--- src/rtl/divisor_arbitro.sv ---
// divisor_arbitro: round-robin arbiter/sequencer sharing one sequential divider among M requesters.
// Latency: div_valid 1 cycle after accept; rsp_valid the cycle after div_done (3+2N cycles, 3 for B=0).
// Backpressure: req_ready only in IDLE; response regs held while rsp_ready[g] is low.
//
// Ports:
//   clk, rst               clock, asynchronous active-high reset (shared with the divider)
//   req_valid/req_ready    per-requester request handshake, operands packed as [i*N +: N]
//   req_a, req_b           dividend / divisor buses, one N-bit slice per requester
//   rsp_valid/rsp_ready    per-requester response handshake (one-hot rsp_valid)
//   rsp_q, rsp_r, rsp_error shared response bus, qualified by rsp_valid
//   busy                   high whenever the sequencer is not IDLE
//   div_*                  start/operand/result/done interface to the divider instance

module divisor_arbitro #(
  parameter int N = 8,
  parameter int M = 2
) (
  input  logic           clk,
  input  logic           rst,
  input  logic [M-1:0]   req_valid,
  input  logic [M*N-1:0] req_a,
  input  logic [M*N-1:0] req_b,
  output logic [M-1:0]   req_ready,
  output logic [M-1:0]   rsp_valid,
  input  logic [M-1:0]   rsp_ready,
  output logic [N-1:0]   rsp_q,
  output logic [N-1:0]   rsp_r,
  output logic           rsp_error,
  output logic           busy,
  output logic           div_valid,
  output logic [N-1:0]   div_a,
  output logic [N-1:0]   div_b,
  input  logic [N-1:0]   div_q,
  input  logic [N-1:0]   div_r,
  input  logic           div_done,
  input  logic           div_error
);

  localparam int IW = (M > 1) ? $clog2(M) : 1;

  typedef enum logic [1:0] {
    S_IDLE  = 2'd0,
    S_ISSUE = 2'd1,
    S_WAIT  = 2'd2,
    S_RESP  = 2'd3
  } state_t;

  typedef struct packed {
    logic [N-1:0] a;
    logic [N-1:0] b;
  } opnd_t;

  typedef struct packed {
    logic [N-1:0] q;
    logic [N-1:0] r;
    logic         err;
  } res_t;

  state_t        state_q, state_d;
  logic [IW-1:0] ptr_q, ptr_d;
  logic [IW-1:0] g_q, g_d;
  opnd_t         opnd_q, opnd_d;
  res_t          res_q, res_d;

  logic [M-1:0]  req_ready_c;
  logic [M-1:0]  rsp_valid_c;
  logic          div_valid_c;

  // Unpacked views of the packed operand buses, indexed by requester.
  logic [N-1:0]  a_arr [M];
  logic [N-1:0]  b_arr [M];

  always_comb begin
    for (int k = 0; k < M; k++) begin
      a_arr[k] = req_a[k*N +: N];
      b_arr[k] = req_b[k*N +: N];
    end
  end

  // Round-robin search: first valid requester starting at ptr, wrapping modulo M.
  // The candidate index carries one extra bit so the wrap works for any M, not
  // only powers of two.
  logic          gnt_found;
  logic [IW-1:0] gnt_idx;
  logic [IW:0]   cand;

  always_comb begin
    gnt_found = 1'b0;
    gnt_idx   = '0;
    cand      = '0;
    for (int k = 0; k < M; k++) begin
      cand = {1'b0, ptr_q} + (IW+1)'(k);
      if (cand >= (IW+1)'(M)) begin
        cand = cand - (IW+1)'(M);
      end
      if (!gnt_found && req_valid[cand[IW-1:0]]) begin
        gnt_found = 1'b1;
        gnt_idx   = cand[IW-1:0];
      end
    end
  end

  // Pointer advances past the requester just served, so a continuously
  // requesting port is reached within M operations.
  logic [IW-1:0] g_next;
  assign g_next = (g_q == IW'(M-1)) ? '0 : g_q + IW'(1);

  // Next-state and handshake logic.
  always_comb begin
    state_d     = state_q;
    ptr_d       = ptr_q;
    g_d         = g_q;
    opnd_d      = opnd_q;
    res_d       = res_q;
    req_ready_c = '0;
    rsp_valid_c = '0;
    div_valid_c = 1'b0;

    unique case (state_q)
      S_IDLE: begin
        // req_ready is only raised toward a valid requester, so raising it
        // is itself the transfer.
        if (gnt_found) begin
          req_ready_c[gnt_idx] = 1'b1;
          opnd_d.a             = a_arr[gnt_idx];
          opnd_d.b             = b_arr[gnt_idx];
          g_d                  = gnt_idx;
          state_d              = S_ISSUE;
        end
      end

      S_ISSUE: begin
        div_valid_c = 1'b1;
        state_d     = S_WAIT;
      end

      S_WAIT: begin
        // Operands stay on div_a/div_b through this cycle: the divider
        // checks B for zero at done, not at start.
        if (div_done) begin
          res_d.q   = div_q;
          res_d.r   = div_r;
          res_d.err = div_error;
          state_d   = S_RESP;
        end
      end

      S_RESP: begin
        rsp_valid_c[g_q] = 1'b1;
        if (rsp_ready[g_q]) begin
          ptr_d   = g_next;
          state_d = S_IDLE;
        end
      end

      default: begin
        state_d = S_IDLE;
      end
    endcase
  end

  always_ff @(posedge clk or posedge rst) begin
    if (rst) begin
      state_q <= S_IDLE;
      ptr_q   <= '0;
      g_q     <= '0;
      opnd_q  <= '0;
      res_q   <= '0;
    end else begin
      state_q <= state_d;
      ptr_q   <= ptr_d;
      g_q     <= g_d;
      opnd_q  <= opnd_d;
      res_q   <= res_d;
    end
  end

  logic drive_div;
  logic in_resp;

  assign drive_div = (state_q == S_ISSUE) || (state_q == S_WAIT);
  assign in_resp   = (state_q == S_RESP);

  // The state register already sits in IDLE during reset, but req_ready is
  // combinational from req_valid, so it is forced low while rst is held.
  assign req_ready = rst ? '0 : req_ready_c;
  assign rsp_valid = rsp_valid_c;
  assign div_valid = div_valid_c;
  assign busy      = (state_q != S_IDLE);

  assign div_a     = drive_div ? opnd_q.a : '0;
  assign div_b     = drive_div ? opnd_q.b : '0;

  assign rsp_q     = in_resp ? res_q.q   : '0;
  assign rsp_r     = in_resp ? res_q.r   : '0;
  assign rsp_error = in_resp ? res_q.err : 1'b0;

endmodule

--- config.mk ---
export PLATFORM = sky130hd
export DESIGN_NAME = divisor_arbitro
export DESIGN_NICKNAME = d
export VERILOG_FILES = /design/src/rtl/divisor_arbitro.sv
export SDC_FILE = /design/constraint.sdc
export NUM_CORES = 1
export LEC_CHECK = 0
export CORE_MARGIN = 2
export CORE_UTILIZATION = 43
export CTS_CLUSTER_DIAMETER = 80
export CTS_CLUSTER_SIZE = 8
export DETAILED_ROUTE_END_ITERATION = 12
export PLACE_DENSITY = 0.85
export SLEW_MARGIN = 15
export SYNTH_ARGS = -nofsm -noshare
export SYNTH_HDL_FRONTEND = slang
export SYNTH_SLANG_ARGS = --single-unit
--- constraint.sdc ---
create_clock -name clk -period 4.1 [get_ports clk]
set_clock_uncertainty 0.2 [all_clocks]
set_input_delay 0.41 -clock clk [delete_from_list [all_inputs] [get_ports clk]]
set_output_delay 0.41 -clock clk [all_outputs]
set_load 0.02 [all_outputs]
==> out/metrics.yaml <==
place:
  dp_hpwl_um: 3949
  io_buffers: 94
  placed_area_um2: 2887
  place_congestion: 0.8361
grt:
  antenna_found_initial: 0
  overflow: 0
  grt_pass1_wl_um: 8521
  grt_use_total: 0.2190
  grt_max_degree: 24
  grt_pass1_vias: 1767
final_layout:
  fillCellCount: 331
  num_antenna_cells: 0
  multiInputGateArea_um2: 909.6
  nets: 346
  drive_gt1_frac: 0.1080
  finalInstanceArea_um2: 2973
  syn_to_final_growth_pct: 55.09
  register_area_um2: 925.9
route:
  dr.pass1.iters: 4
  vias: 1779
  first_iter_violations: 228
  routed_wl_um: 5406
  wire_per_inst_um: 15.95
  drc: 0
  drt.antenna.violating_nets: 0
  vias_per_cell: 5.248
yosys:
  synth_cells: 194
  yosys_warnings: 0
  synth.top_cell.area_share: 0.4830
  avgSynthCellArea_um2: 9.881
  synth_top_family_by_area: "simple AND/OR/NAND/NOR gates"
  synth_edf_count: 0
  yosysMostFrequentCell: "dfrtp_1"
  synthArstFlopShare: 1.000
  ys_seq_area_frac: 0.4830
  synth.area.top_cells: "dfrtp_1, and2_1, mux2_2"
  synth_simple_gate_area_frac: 0.1691
  synth-compound-area-share: 0.1684
  syn_area_um2: 1917
  yosys_register_bits: 37
  synthAdderAreaFrac: 0.02611
  synth_nets: 254
  synth.distinct_cells: 27
  yosys-top-cells-count: "dfrtp_1, and2_1, nor2_1"
  ys.flop_type: "dfrtp_1"
  synth_xor_area_frac: 0
  synth_mux_area_frac: 0.1110
  synth_top_cell_by_area: "dfrtp_1"
sta:
  relSlewSlack: 0.5156
  fmax_mhz: 314.0
  drv_slew: 0
  final_hold_viol_count: 0
  fin_crit_ns: 3.184
  setup_viol: 0
  worst_pin_slew_ns: 0.7249
  rsz0062_at_grt: "no"
  fin_crit_sh: 0.7767
  setup_tns_ns: 0
cts:
  cts_tree: "yes"
  cts_sinks: 37
  cts_setup_buffers: 0
  insertion_delay_ns: 0.29
  numCtsBuffers: 5
  clockRootBuffer: "clkbuf_8"
  cts_max_level: 2
  postCtsResizedCells: 0
  clockBufferDepth: 2
  clk_pin_slew_worst_paths_ns: 0.07
  hold_buffers: 0
floorplan:
  die_w_um: 70.77
  die_h_um: 70.77
  core_um2: 4324
  io-pin-count: 95
  initial_core_util: 0.4433
  die-area_um2: 5008
  fp-row-count: 24
setup_path:
  setup.worst_path.start: "req_valid[1]"
  cp_data_required_time_ns: 3.49
  reg2reg_from: "state_q[0]$_DFFE_PP0P_"
  slowest_delay_ns: 0.62
  worstSetupEndpointType: "primary output"
  cp_slowest_cell: "clkdlybuf4s50_1"
  cp_max_fo: 18
  cpMostUsedCell: "clkdlybuf4s50_1"
  cpLargestDelayFamily: "buffers and inverters"
  critical_path_class: "in2out"
  arrival_ns: 2.57
  cp_cell_sequence: "clkdlybuf4s50_1 -> buf_4 -> o21ai_2 -> a211oi_1 -> clkdlybuf4s50_1"
  start_kind: "primary input"
  timing.critical_path.buf_inv: 3
power:
  leakage_nw: 1.207
  power_mw: 2.315
  powerDensity_nw_per_um2: 778.7
  peakVddDrop_uv: 581.7
min_path:
  hold_path_class: "reg2reg"
  hold_start: "res_q[11]$_DFFE_PP0P_"
run:
  cap_violations: 0
run_status:
  outcome: "complete, no violations"
## flip-flops by register name, summed over array words and instances (netlist names)
name / cells
g_q: 1
opnd_q: 16
ptr_q: 1
res_q: 17
state_q: 2
## placed cells by master, fill, tap and decap left out, types with 5 or more instances in the layout
master           instances
inv_1                    6
mux2_2                  17
a21oi_1                 17
a31oi_1                 16
clkdlybuf4s50_1         94
nor2_1                  18
dfrtp_1                 37
and2_1                  33
o21ai_0                 17
clkbuf_8                 5
## worst paths after layout
path	endpoint	slack (ns)	depth (start not counted)
setup / recovery	req_ready[0]	0.92	5
setup reg to reg	res_q[7]$_DFFE_PP0P_	2.11	4
max in group asynchronous	res_q[16]$_DFFE_PP0P_	2.58	3
hold reg to reg	res_q[11]$_DFFE_PP0P_	0.30	1
min in group asynchronous	opnd_q[15]$_DFFE_PP0P_	0.39	2
hold / removal	res_q[11]$_DFFE_PP0P_	0.30	1
## metrics by stage
| stage | hold slack, ns | setup WS (ns) | util | cells |
|---|---|---|---|---|
| after CTS | 0.3045 | 0.9314 | 0.6875 | 339 |
| after global placement | 0.2783 | 1.039 | 0.6675 | 331 |
| final | 0.3010 | 0.9157 | 0.6875 | 339 |
| after global routing | 0.3082 | 0.8066 | 0.6875 | 339 |
| after floorplan | 0.2706 | 1.871 | - | 194 |
| after detailed placement | 0.2863 | 0.9244 | 0.6675 | 331 |
## worst register-to-register path, stage by stage, from the launching register on
cell	delay, ns
dfrtp_1	0.39
inv_1	0.08
ha_1	0.23
nand2_1	0.55
mux2_2	0.42
## where the power goes
part / internal (mW) / switching (mW)
Sequential: 0.552 / 0.0981
Combinational: 0.713 / 0.706
Clock: 0.117 / 0.128
Total: 1.38 / 0.932
## final cells by class
type | count | share of cell area
timing repair buffer | 97 | 0.3241
clock inverter | 3 | 0.005892
inverter | 6 | 0.007576
tap | 52 | 0.02189
clock buffer | 5 | 0.02315
sequential | 37 | 0.3114
multi-input combinational | 139 | 0.3060
## metal layers
layer | part of all wire | track usage
met4 | 0.019 | 0.07338
met5 | 0 | 0
met3 | 0.067 | 0.06410
met2 | 0.50 | 0.3614
met1 | 0.42 | 0.2771
## cell families (layout without fill, tap and decap cells)
family | count (synthesis) | in the layout
multiplexers | 19 | 19
adder cells (fa/ha/maj) | 4 | 4
AO/OA/AOI/OAI | 56 | 56
AND/OR/NAND/NOR | 60 | 60
buffers and inverters | 18 | 111
flip-flops | 37 | 37
No activity file was read; power rests on OpenSTA's default activity.
